### src/rtl/nes_bus_pkg.sv
// -----------------------------------------------------------------------------
// nes_bus_pkg
//   Shared CPU-bus constants and the OAM DMA controller state encoding.
//   DMA_REG_ADDR  : CPU address whose write starts an OAM DMA (data = page)
//   OAM_DATA_ADDR : mem_ctrl address that writes sprite RAM and post-increments
//                   the sprite RAM pointer
// -----------------------------------------------------------------------------
package nes_bus_pkg;

  localparam logic [15:0] DMA_REG_ADDR  = 16'h4014;
  localparam logic [15:0] OAM_DATA_ADDR = 16'h2004;

  typedef enum logic [2:0] {
    IDLE      = 3'd0,
    HALT_WAIT = 3'd1,
    RD_REQ    = 3'd2,
    RD_CAP    = 3'd3,
    WR_REQ    = 3'd4,
    DONE      = 3'd5
  } dma_state_e;

endpackage

### src/rtl/oam_dma_ctrl.sv
// -----------------------------------------------------------------------------
// oam_dma_ctrl
//   Owns the CPU address bus in front of mem_ctrl. In IDLE, CPU cycles pass
//   straight through. A CPU write to DMA_REG_ADDR halts the CPU and copies
//   XFER_LEN bytes from {page,8'h00} into sprite RAM through OAM_DATA_ADDR.
//
// Ports
//   clk, rst            : clock, asynchronous active-high reset
//   cpu_addr/wdata/we/re: CPU master bus in
//   cpu_rdata           : read data back to CPU (0 while DMA owns the bus)
//   cpu_halt            : halt request to CPU; cpu_is_halted is its ack
//   mem_addr/wdata/we/re: bus out to mem_ctrl
//   mem_rdata           : mem_ctrl read data, valid one cycle after mem_re
//   mem_busy            : mem_ctrl busy; strobes are only issued while low
//   dma_active          : high whenever not IDLE
//   dma_done            : one-cycle pulse at the end of a transfer
//
// State      | meaning
// IDLE       | pass-through; watching for DMA register write
// HALT_WAIT  | halt requested, waiting for CPU acknowledge
// RD_REQ     | issue source read {page,idx} when mem not busy
// RD_CAP     | capture read data
// WR_REQ     | issue sprite RAM write when mem not busy
// DONE       | one-cycle completion pulse
// -----------------------------------------------------------------------------
module oam_dma_ctrl
  import nes_bus_pkg::*;
#(
  parameter int XFER_LEN = 256
) (
  input  logic        clk,
  input  logic        rst,
  input  logic [15:0] cpu_addr,
  input  logic [7:0]  cpu_wdata,
  input  logic        cpu_we,
  input  logic        cpu_re,
  output logic [7:0]  cpu_rdata,
  output logic        cpu_halt,
  input  logic        cpu_is_halted,
  output logic [15:0] mem_addr,
  output logic [7:0]  mem_wdata,
  output logic        mem_we,
  output logic        mem_re,
  input  logic [7:0]  mem_rdata,
  input  logic        mem_busy,
  output logic        dma_active,
  output logic        dma_done
);

  localparam logic [7:0] LAST_IDX = 8'(XFER_LEN - 1);

  dma_state_e state_q, state_d;
  logic [7:0] page_q, page_d;
  logic [7:0] idx_q, idx_d;
  logic [7:0] data_q, data_d;

  always_ff @(posedge clk or posedge rst) begin
    if (rst) begin
      state_q <= IDLE;
      page_q  <= 8'h00;
      idx_q   <= 8'h00;
      data_q  <= 8'h00;
    end else begin
      state_q <= state_d;
      page_q  <= page_d;
      idx_q   <= idx_d;
      data_q  <= data_d;
    end
  end

  always_comb begin
    state_d   = state_q;
    page_d    = page_q;
    idx_d     = idx_q;
    data_d    = data_q;
    // Outside IDLE the bus rests on the source address so it stays stable
    // across stalls; CPU reads see zero.
    mem_addr  = {page_q, idx_q};
    mem_wdata = data_q;
    mem_we    = 1'b0;
    mem_re    = 1'b0;
    cpu_rdata = 8'h00;

    unique case (state_q)
      IDLE: begin
        mem_addr  = cpu_addr;
        mem_wdata = cpu_wdata;
        mem_we    = cpu_we;
        mem_re    = cpu_re;
        cpu_rdata = mem_rdata;
        // The DMA register lives here, so its write is swallowed.
        if (cpu_we && (cpu_addr == DMA_REG_ADDR)) begin
          mem_we  = 1'b0;
          page_d  = cpu_wdata;
          idx_d   = 8'h00;
          state_d = HALT_WAIT;
        end
      end
      HALT_WAIT: begin
        if (cpu_is_halted) state_d = RD_REQ;
      end
      RD_REQ: begin
        mem_re = !mem_busy;
        if (!mem_busy) state_d = RD_CAP;
      end
      RD_CAP: begin
        data_d  = mem_rdata;
        state_d = WR_REQ;
      end
      WR_REQ: begin
        mem_addr = OAM_DATA_ADDR;
        mem_we   = !mem_busy;
        if (!mem_busy) begin
          if (idx_q == LAST_IDX) begin
            state_d = DONE;
          end else begin
            idx_d   = idx_q + 8'd1;
            state_d = RD_REQ;
          end
        end
      end
      DONE: begin
        state_d = IDLE;
      end
      default: begin
        state_d = IDLE;
      end
    endcase
  end

  // Decoded straight from the state register so halt never glitches.
  assign dma_active = (state_q != IDLE);
  assign cpu_halt   = dma_active;
  assign dma_done   = (state_q == DONE);

endmodule

### config.mk
export PLATFORM = sky130hd
export DESIGN_NAME = oam_dma_ctrl
export DESIGN_NICKNAME = d
export VERILOG_FILES = /design/src/rtl/nes_bus_pkg.sv /design/src/rtl/oam_dma_ctrl.sv
export SDC_FILE = /design/constraint.sdc
export NUM_CORES = 1
export LEC_CHECK = 0
export ABC_AREA = 1
export CORE_MARGIN = 1.5
export CORE_UTILIZATION = 46
export DETAILED_ROUTE_END_ITERATION = 12
export PLACE_DENSITY = 0.89
export SYNTH_ARGS = -nofsm -noshare
export SYNTH_HDL_FRONTEND = slang
export SYNTH_SLANG_ARGS = --single-unit
### constraint.sdc
create_clock -name clk -period 4.7 [get_ports clk]
set_input_delay 1.41 -clock clk [delete_from_list [all_inputs] [get_ports clk]]
set_output_delay 1.41 -clock clk [all_outputs]
set_load 0.02 [all_outputs]
After elaboration in Yosys (flattened, before gate mapping)
Index checks and enable logic that the tools add are counted.
- add/sub/neg operators: 1
- multipliers: 0
- divide/modulo/power cells: 0
- $lt $le $gt $ge: 0
- equality and inequality tests: 12
- shift operators: 0
- mux-type cells: 16
- bitwise logic cells: 0
- reductions and logical operators: 8
- operator list (cell ; number):
    two-way mux 8 bit ; 5
    case mux 16 bit (2 select lines) ; 1
    == test 16 x 15 -> 1 bit, second input constant ; 1
    case mux 8 bit (2 select lines) ; 1
    two-way mux 3 bit ; 5
    case mux 3 bit (5 select lines) ; 1
    inequality test 2 bit, second input constant ; 5
    adder 8 x 1 -> 8 bit, second input constant ; 1
    == test 8 bit, second input constant ; 1
    AND reduction 4 bit ; 2
    == test 3 x 2 -> 1 bit, second input constant ; 2
    == test 3 bit, second input constant ; 2
    case mux 1 bit (2 select lines) ; 2
    == test 3 x 1 -> 1 bit, second input constant ; 1
    zero test 3 bit ; 1
    nonzero test 3 bit ; 1
    AND reduction 2 bit ; 1
    nonzero test 2 bit ; 1
    logical AND 1 bit ; 1
    zero test 1 bit ; 1
    two-way mux 1 bit ; 1
- flip-flop bits (word level): 27
- latch bits: 0
- memory bits (writable): 0
- ROM bits: 0
- bits of input ports: 38
- output and inout port bits: 37
- word-level logic and storage cells: 41
- memories kept: 0

Depth between registers and ports, before layout
Gate-level depths: netlist (run 1).
- word-level depth: 4
- mapped depth: 9
- mapped depth without buffers: 9

Worst setup path after synthesis (run 1)
Ideal clock, no wire load.
- kind: input -> output
- start point: input cpu_addr[4]
- end point: output mem_we
- data arrival time: 2131 ps
- data required time: 3290 ps
- slack: 1159 ps
- stages on the path: 7
- buffers on the path: 0
- path through: inv_1 nor2_1 nand2_1 nor2_1 nand2_1 nand3_1 o21ai_0
- word-level cells in the longest chain between the ends: 4
- ends and longest elaborated chain (element ; RTL line ; RTL):
    start: declaration ; oam_dma_ctrl.sv:33 ; input logic [15:0] cpu_addr,
    == test 16 x 15 -> 1 bit ; oam_dma_ctrl.sv:92 ; if (cpu_we && (cpu_addr == DMA_REG_ADDR)) begin
    logical AND 1 bit ; oam_dma_ctrl.sv:92 ;
    two-way mux 1 bit ; oam_dma_ctrl.sv:92 ;
    case mux 1 bit (2 select lines) ; oam_dma_ctrl.sv:84 ; unique case (state_q)
    end: declaration ; oam_dma_ctrl.sv:42 ; output logic mem_we,
No other way between the ends.

Final worst setup path (run 1)
- start point: input cpu_addr[13]
- end point: output mem_we
Same word-level chain as after synthesis.

==> results.md, run 1 <==
* CTS tree: yes
* Rows at 22
* First-pass GRT wire length at 8390 um
* Syn nets at 294
* CP peak stage delay at 0.55 ns
* Reg clk slew, reported paths at 0.10 ns
* Top layer in use: met4
* Register area at 676 um2
* Starting Density at 48.6%
* DR WL met3 at 361 um
* Fmax at 225 MHz
* Final setup violating endpoints at 0
* Critical Path AT at 3.04 ns
* Clk sink count at 27
* YS warnings at 0
* H-tree levels at 1
* # DRC at 0
* Drt pass-1 iters at 4
* Share of cells above drive strength 1 at approximately 7.1%
* Post-DP HPWL at between 3000 and 4000 um
* CP bufs+invs at 2
* Via count at 1936
* Worst-path fanout max at 2
* Core Area at approximately 3700 um2
* Area Overhead vs Synth at 44.4%
* Cell Pwr Density at 548 nW/um2
* Syn Std Cell Area at 1810 um2
* Hold_ws at 0.497 ns
* WS Path Type: in2out
* ANT nets after route at 0
* CP delay by family, top: buffers and inverters
* Hold Vio Cnt, Final at 0
* Req. time, crit path at 3.29 ns
* Unrepaired setup endpoints after global routing: false
* Fill cells at 301
* Initial drt markers at 118
* Via/cell ratio at 5.19
* Hold WC Path Type: reg2reg
* Vias in the first global route at 1831
* Antenna cells at 0
* Post-CTS setup buffers at 0
* Global route overflow at 0
* Setup TNS at 0 ns
* Slowest CP cell: clkdlybuf4s50_1
* Max Cap Violations at 0
* CP startpoint kind: input port
* LEAKAGE at approximately 1.2 nW
* Register bit total from synthesis at 27
* Multi-input combinational cell area at around 960 um2
* VDD IR max at 0.358 mV
* Post-Synthesis Cells at 255
* Met2 wire length at between 2000 and 2500 um
* Routed wire length per instance at 13.3 um
* Worst-Margin Slew at about 1.0 ns
* Yosys cell types at 29
* Critical path, cell by cell: clkdlybuf4s50_1 -> nor2_1 -> nand3_1 -> nor2_1 -> nand2_1 -> nand3_1 -> o21ai_0 -> clkdlybuf4s50_1
* Largest net degree at the start of global routing at 28
* Relative slew slack at 30.4%
* Clock skew at 0.00129 ns
* Port bufs at 74
* Worst setup EP type: output port
* GRT Overall Usage at 25.0%
* Total wire length at 4970 um
* IO Pins at 75
* Die Footprint at roughly 4300 um2
* Cts bufs inserted at 3
* Fin nets at 365
* Initial antenna violation count at 0
* CTS Hold Bufs at 0
* DIE HEIGHT at 65.7 um
* Max Buffers Root-to-Sink at 2
* WL met1 at approximately 2000 um
* Period minus WS final at 4.45 ns
* Max Slew Vio Count at 0
* Post-cts gate resize count at 0
* Clock Latency Late Sink at 0.28 ns
* Syn Area/Cell at 7.08 um2
* Outcome: finished clean
* Final Cycle Share at a little over nine tenths
* Die W at between 60 and 70 um
* Root Buffer: clkbuf_8
* GPL Wtd Cong at 0.895
* Sequential share of the synthesized area at between 30% and 40%
## path summary, 6_finish.rpt
| check | from | endpoint | slack (ns) | depth (start not counted) |
|---|---|---|---|---|
| max in group asynchronous | rst | idx_q[6] | 2.39 | 2 |
| min in group asynchronous | rst | data_q[7] | 1.68 | 2 |
| worst max register to register | state_q[1] | idx_q[4] | 2.81 | 7 |
| worst min register to register | page_q[2] | page_q[2] | 0.50 | 2 |
| worst min-delay path | page_q[2] | page_q[2] | 0.50 | 2 |
| worst max-delay path | cpu_addr[13] | mem_we | 0.25 | 8 |
## cell usage after synthesis, drive strengths merged
cell type / count / area share (%)
o22a: 1 / 0.55
nor2: 35 / 7.7
nand3b: 1 / 0.42
nand2: 89 / 21
a22o: 10 / 4.9
nor3: 1 / 0.28
a21oi: 3 / 0.83
nand4: 14 / 5.7
nor3b: 1 / 0.42
o21ai: 24 / 6.7
ha: 1 / 0.69
or2: 1 / 0.35
dfrtp: 27 / 37
nand3: 10 / 3.7
clkbuf: 2 / 0.42
o21a: 1 / 0.42
buf: 8 / 3.2
inv: 26 / 5.8
## cells in the final DEF (no fill, tap or decap), types with 2 or more instances in the layout
| cell | instances |
|---|---|
| inv_6 | 2 |
| a22o_1 | 10 |
| nand2_2 | 3 |
| o21ai_0 | 24 |
| clkdlybuf4s50_1 | 74 |
| inv_2 | 2 |
| nand3_1 | 8 |
| nor2_1 | 34 |
| clkbuf_8 | 3 |
| nand4_1 | 13 |
| dfrtp_1 | 27 |
| inv_1 | 22 |
| nand2_4 | 4 |
| nand2_1 | 82 |
| a21oi_1 | 3 |
| buf_4 | 2 |
## power breakdown
group	switching [mW]	leakage [nW]	total, mW	internal [mW]
combinational	0.576	0.845	0.971	0.395
clock	0.0821	0.0261	0.145	0.0625
sequential	0.0361	0.360	0.314	0.278
## metal layers
layer / global-route usage (%) / vias to the layer above
met2: 42.6 / 90
met3: 2.57 / 8
met5: 0 / -
met4: 8.85 / 0
met1: 32.9 / 867
li1: - / 971
## kinds of logic after synthesis
kind of cell | count (synthesis) | synth area share, %
AND/OR/NAND/NOR | 152 | 39.2
AO/OA/AOI/OAI | 39 | 13.3
buffers and inverters | 36 | 9.43
flip-flops | 27 | 37.4
adder cells (fa/ha/maj) | 1 | 0.693
## final cells by class
class | instances | share of cell area, %
repair buffers | 76 | 29.0
clock inverters | 1 | 0.336
clock buffers | 3 | 1.58
flip-flops and latches | 27 | 25.9
well taps | 48 | 2.30
multi-input cells | 192 | 36.8
inverters | 26 | 4.03
## registers in the layout (all words and copies together), names as in the netlist
register,count
page_q,8
data_q,8
idx_q,8
state_q,3
## per-stage QoR
step	power, mW	area, um2	util, %	cells	setup WS [ns]
finish	1.43	2610	70.1	373	0.252
global route	1.52	2610	70.1	373	0.151
CTS	1.43	2610	70.1	373	0.260
detailed placement	1.29	2560	68.8	369	0.261
global placement	1.27	2560	68.8	369	0.273
floorplan	0.909	1810	-	255	1.16
## worst min-delay path, cell delays in order (launching register included)
cell     delay (ns)
dfrtp_1        0.36
nand2_1        0.05
o21ai_0        0.06
No activity file was read; power rests on OpenSTA's default activity.
==> run 2: changes to the inputs <==
--- a/config.mk
+++ b/config.mk
@@ -10,6 +10,7 @@
 export CORE_UTILIZATION = 46
 export DETAILED_ROUTE_END_ITERATION = 12
 export PLACE_DENSITY = 0.89
+export SLEW_MARGIN = 40
 export SYNTH_ARGS = -nofsm -noshare
 export SYNTH_HDL_FRONTEND = slang
 export SYNTH_SLANG_ARGS = --single-unit
==> constraint.sdc (replaced) <==
create_clock -name clk -period 4.7 [get_ports clk]
set_input_delay 0.47 -clock clk [delete_from_list [all_inputs] [get_ports clk]]
set_output_delay 0.47 -clock clk [all_outputs]
set_load 0.02 [all_outputs]
==> run 2 against run 1 <==
Against the previous run: flip-flop and latch count unchanged; critical path depth down 2; register-to-register slack about the same; final cell count down 0.54%; worst hold slack worse by 0.0030 ns; first-iteration DRC count up 19%; total power down 0.59%; routed wire length down 0.76%; clock skew up 0.0029 ns; clock power down 3%; global-route usage down 0.34 points; core utilization down 0.40 points.
==> results.md, run 2 (synthesis results as in run 1) <==
* Outcome: finished clean
* Cts bufs inserted at 3 (unchanged)
* Area Overhead vs Synth at 43.5%
* IO Pins at 75 (unchanged)
* # DRC at 0 (unchanged)
* Die W at 65.7 um (unchanged)
* Post-DP HPWL at 3710 um (+1.9%)
* Via/cell ratio at 5.24 (+1.0%)
* DIE HEIGHT at 65.7 um (unchanged)
* Hold WC Path Type: reg2reg
* CP delay by family, top: buffers and inverters
* Hold Vio Cnt, Final at 0 (unchanged)
* Largest registers: data_q x8, idx_q x8, page_q x8
* Hold Path End: page_q[2]
* Critical path, cell by cell: nor2_4 -> nand2_4 -> inv_4 -> nand3_1 -> o21ai_0 -> clkdlybuf4s50_1
* Hold Path Depth at 2 (unchanged)
* Setup TNS at 0 ns (unchanged)
* CTS Hold Bufs at 0 (unchanged)
* Relative slew slack at 62.5% (+32 points)
* Largest net degree at the start of global routing at 28 (unchanged)
* Post-cts gate resize count at 0 (unchanged)
* Rows at 22 (unchanged)
* Worst-path fanout max at 25 (+23)
* Cell Pwr Density at 548 nW/um2 (about the same)
* Fin nets at 363 (-0.55%)
* Max Slew Vio Count at 0 (unchanged)
* Via count at 1945 (+0.46%)
* LEAKAGE at 1.22 nW (-0.97%)
* CP bufs+invs at 2 (unchanged)
* Initial antenna violation count at 0 (unchanged)
* Non-Filler Instances at 371 (-0.54%)
* Final Cell Area at 2590 um2 (-0.58%)
* Placed Cells incl. Taps at 367 (-0.54%)
* Worst reg2reg endpoint: idx_q[5]
* Post-route setup slack at 1.75 ns (+1.50 ns)
* RR Startpoint: state_q[1]
* Most common cell after layout, fill and taps aside: nand2_1
* Fill cells at 304 (+1.0%)
* Worst reg2reg setup slack at 2.82 ns (about the same)
* ANT nets after route at 0 (unchanged)
* Starting Density at 48.6% (unchanged)
* Setup WS pre-CTS at 2.03 ns (+1.77 ns)
* Max Cap Violations at 0 (unchanged)
* Root Buffer: clkbuf_8
* Worst hold start: page_q[2]
* Fmax at 339 MHz (+51%)
* CP peak stage delay at 0.64 ns (+0.09 ns)
* Clock Latency Late Sink at 0.28 ns (about the same)
* First-pass GRT wire length at 8250 um (-1.6%)
* Die Footprint at 4310 um2 (unchanged)
* Total wire length at 4930 um (-0.76%)
* Antenna cells at 0 (unchanged)
* Initial drt markers at 141 (+19%)
* H-tree levels at 1 (unchanged)
* Slowest CP cell: clkdlybuf4s50_1
* Worst-Margin Slew at 0.561 ns (-0.481 ns)
* Unrepaired setup endpoints after global routing: false
* Worst setup EP type: output port
* Period minus WS final at 2.95 ns (-1.50 ns)
* Final Cycle Share at 62.7% (-32 points)
* Max Buffers Root-to-Sink at 2 (unchanged)
* WS Path Type: reg2out
* Placed cell area at 2540 um2 (-0.59%)
* Core Area at 3720 um2 (unchanged)
* GPL Wtd Cong at 0.871 (-2.7%)
* Commonest non-fill, non-tap cells in the layout: nand2_1 (82), clkdlybuf4s50_1 (74), nor2_1 (34), dfrtp_1 (27), o21ai_0 (24)
* Req. time, crit path at 4.23 ns (+0.94 ns)
* Clock skew at 0.00415 ns (+0.00286 ns)
* Share of cells above drive strength 1 at 6.81% (-0.27 points)
* Routed wire length per instance at 13.3 um (-0.23%)
* Reg clk slew, reported paths at 0.10 ns (about the same)
* CP startpoint kind: flip-flop
* GRT Overall Usage at 24.7% (-0.34 points)
* R2R cell count at 7 (unchanged)
* Port bufs at 74 (unchanged)
* Drt pass-1 iters at 5 (+1)
* Critical Path AT at 2.48 ns (-0.56 ns)
* Post-CTS setup buffers at 0 (unchanged)
* Fin util at 69.7% (-0.40 points)
* Final setup violating endpoints at 0 (unchanged)
* Clk sink count at 27 (unchanged)
* Vias in the first global route at 1819 (-0.66%)
* CTS tree: yes
* Final Total Pwr at 1.42 mW (-0.59%)
* VDD IR max at 0.401 mV (+12%)
* Hold_ws at 0.494 ns (-0.00298 ns)
* Global route overflow at 0 (unchanged)
-- run 2: cell count changes in the layout (fill, tap and decap cells not counted), sizes merged --
cell,delta
buf,-2
-- run 2: worst max path at each step --
stage	end	slack [ns]	start	cells past startpoint
after floorplan	mem_addr[15]	2.81	state_q[0]	4
after global placement	mem_we	2.04	cpu_addr[13]	8
after detailed placement	mem_we	2.03	cpu_addr[13]	8
after CTS	mem_we	1.77	state_q[1]	6
after global routing	mem_we	1.65	state_q[0]	6
final	mem_we	1.75	state_q[1]	6
-- run 2: power breakdown --
group	leakage, nW	switching (mW)	internal (mW)	total (mW)
clock network	0.0261	0.0781	0.0623	0.140
registers	0.360	0.0374	0.278	0.315
logic	0.833	0.570	0.395	0.965
-- run 2: final cells by class --
type                    instances  area (um2)  share of cell area, %
clock inverters                 1        8.76                  0.338
inverters                      26         105                   4.06
multi-input cells             192         960                   37.0
repair buffers                 74         741                   28.6
clock buffers                   3        41.3                   1.59
flip-flops and latches         27         676                   26.1
well taps                      48        60.1                   2.32
-- run 2: worst min-delay path: stages, from the launching register on --
cell and delay [ns]:
dfrtp_1 0.36, nand2_1 0.05, o21ai_0 0.05
-- run 2: layer usage --
| metal | share of wire [%] | GRT usage [%] |
|---|---|---|
| met1 | 44 | 31.9 |
| met2 | 49 | 42.4 |
| met3 | 5.7 | 3.08 |
| met4 | 1.3 | 8.33 |
| met5 | 0 | 0 |
==> run 3: changes to the inputs <==
--- a/config.mk
+++ b/config.mk
@@ -7,9 +7,9 @@
 export LEC_CHECK = 0
 export ABC_AREA = 1
 export CORE_MARGIN = 1.5
-export CORE_UTILIZATION = 46
+export CORE_UTILIZATION = 43
 export DETAILED_ROUTE_END_ITERATION = 12
-export PLACE_DENSITY = 0.89
+export PLACE_DENSITY = 0.84
 export SLEW_MARGIN = 40
 export SYNTH_ARGS = -nofsm -noshare
 export SYNTH_HDL_FRONTEND = slang
==> constraint.sdc (replaced) <==
create_clock -name clk -period 2.87 [get_ports clk]
set_input_delay 0.287 -clock clk [delete_from_list [all_inputs] [get_ports clk]]
set_output_delay 0.287 -clock clk [all_outputs]
set_load 0.02 [all_outputs]
==> run 3 against run 2 <==
Against the previous run: clock power up 66%; sequential share of layout area down 0.088 points; clock skew down 0.0011 ns; routed wire length up 2.6%; critical path type unchanged; final cell count up 0.81%; count of clock-buffer cells in the layout unchanged; flip-flop and latch count unchanged; non-clock buffer count up 1; setup slack worse by 1.5 ns; via count down 1.8%; highest routed layer unchanged; combinational power up 66%; sequential power up 63%.
==> results.md, run 3 (synthesis results as in run 1) <==
* Outcome: finished clean
* Placed cell area at 2550 um2 (+0.39%)
* IO Pins at 75 (unchanged)
* Largest registers: data_q x8, idx_q x8, page_q x8
* Cell Pwr Density at 901 nW/um2 (+64%)
* Worst setup EP type: output port
* Relative slew slack at 63.4% (+0.86 points)
* Global route overflow at 0 (unchanged)
* Period minus WS final at ~2.6 ns
* Initial antenna violation count at 0 (unchanged)
* Post-DP HPWL at 3840 um (+3.4%)
* Fmax at 378 MHz
* Post-CTS setup buffers at 0 (unchanged)
* Final Cycle Share at 92.3%
* Max Slew Vio Count at 0 (unchanged)
* R2R cell count at 7 (unchanged)
* Unrepaired setup endpoints after global routing: false
* WL met1 at 2300 um (+5.2%)
* Critical Path AT at 2.36 ns (-0.12 ns)
* Setup TNS at 0 ns (unchanged)
* Root Buffer: clkbuf_8
* Antenna cells at 0 (unchanged)
* Final Cell Area at 2600 um2 (+0.34%)
* Total wire length at 5060 um (+2.6%)
* DR WL met3 at 290 um (+3.2%)
* RR Startpoint: state_q[1]
* Placed Cells incl. Taps at 370 (+0.82%)
* Routed wire length per instance at 13.5 um (+1.8%)
* WS Path Type: reg2out
* Via/cell ratio at 5.11 (-2.6%)
* Hold WC Path Type: in2async
* GRT Overall Usage at 24.3% (-0.38 points)
* Hold Vio Cnt, Final at 0 (unchanged)
* VDD IR max at 0.565 mV (+41%)
* Initial drt markers at 187 (+33%)
* First-pass GRT wire length at 8510 um (+3.1%)
* CP startpoint kind: flip-flop
* Worst reg2reg endpoint: idx_q[5]
* Worst-Margin Slew at 0.548 ns (-0.0136 ns)
* Fin nets at 364 (+0.28%)
* Most common cell after layout, fill and taps aside: nand2_1
* Non-Filler Instances at 374 (+0.81%)
* Drt pass-1 iters at 4 (-1)
* ANT nets after route at 0 (unchanged)
* Share of cells above drive strength 1 at 6.79% (-0.021 points)
* Area Overhead vs Synth at 44.0%
* Max Cap Violations at 0 (unchanged)
* H-tree levels at 1 (unchanged)
* Largest net degree at the start of global routing at 28 (unchanged)
* Die W at 67.8 um (+3.3%)
* Vias in the first global route at 1928 (+6.0%)
* Die Footprint at 4600 um2 (+6.7%)
* Core Area at 4030 um2 (+8.4%)
* Worst reg2reg setup slack at 1.03 ns (-1.79 ns)
* Via count at 1910 (-1.8%)
* GPL Wtd Cong at 0.937 (+7.5%)
* CTS tree: yes
* Final Total Pwr at 2.34 mW (+65%)
* DIE HEIGHT at 67.8 um (+3.3%)
* Starting Density at 44.8% (-3.8 points)
* Met2 wire length at 2360 um (-1.6%)
* Clk sink count at 27 (unchanged)
* Commonest non-fill, non-tap cells in the layout: nand2_1 (82), clkdlybuf4s50_1 (74), nor2_1 (34), dfrtp_1 (27), o21ai_0 (24)
* Clock Latency Late Sink at 0.28 ns (about the same)
* Clock skew at 0.00309 ns (-0.00106 ns)
* # DRC at 0 (unchanged)
* Rows at 23 (+4.5%)
* Final setup violating endpoints at 0 (unchanged)
* LEAKAGE at 1.22 nW (+0.12%)
* Req. time, crit path at 2.58 ns (-1.65 ns)
* Max Buffers Root-to-Sink at 2 (unchanged)
* Top layer in use: met4
* Post-cts gate resize count at 0 (unchanged)
* Port bufs at 74 (unchanged)
* Reg clk slew, reported paths at 0.10 ns (about the same)
* Worst-path fanout max at 25 (unchanged)
* CTS Hold Bufs at 0 (unchanged)
* Cts bufs inserted at 3 (unchanged)
run 3: changes by cell type in the layout (fill, tap and decap cells not counted):
cell	previous run	this run
inv_1	21	22
inv_6	2	1
buf_4	0	1
inv_2	3	2
clkinvlp_4	0	1
run 3: final cells by class:
cell class | instances | area [um2]
fillers | 366 | 1430
multi-input cells | 192 | 960
repair buffers | 75 | 748
flip-flops and latches | 27 | 676
inverters | 26 | 105
well taps | 50 | 62.6
clock buffers | 3 | 41.3
clock inverters | 1 | 7.51
run 3: critical path, cell delays in order, from the launching register on:
cell,delay (ns)
dfrtp_1,0.46
nor2_4,0.24
nand2_4,0.23
inv_4,0.28
nand3_1,0.13
o21ai_0,0.10
clkdlybuf4s50_1,0.63
run 3: how the worst max path moves through the flow:
stage              endpoint        from  slack, ns
6_report             mem_we  state_q[1]       0.22
5_1_grt              mem_we  state_q[1]       0.06
4_1_cts              mem_we  state_q[1]       0.24
3_5_place_dp         mem_we  state_q[1]       0.55
3_3_place_gp         mem_we  state_q[0]       0.58
2_1_floorplan  mem_addr[15]  state_q[0]       1.16
run 3: power breakdown:
part	internal, mW	switching, mW
Sequential	0.455	0.0583
Combinational	0.648	0.949
Clock	0.0990	0.133
Total	1.20	1.14
run 3: metal layers:
layer / vias to the layer above / track usage [%]
li1: 969 / -
met1: 863 / 32.8
met2: 65 / 40.6
met3: 13 / 3.33
met4: 0 / 7.00
met5: - / 0
run 3: per-stage QoR:
stage / utilization [%] / hold WS, ns / setup slack, ns
final: 64.5 / 0.349 / 0.222
after global routing: 64.5 / 0.426 / 0.0623
after CTS: 64.5 / 0.367 / 0.236
after detailed placement: 63.3 / 0.477 / 0.554
after global placement: 63.3 / 0.468 / 0.583
after floorplan: - / 0.340 / 1.16
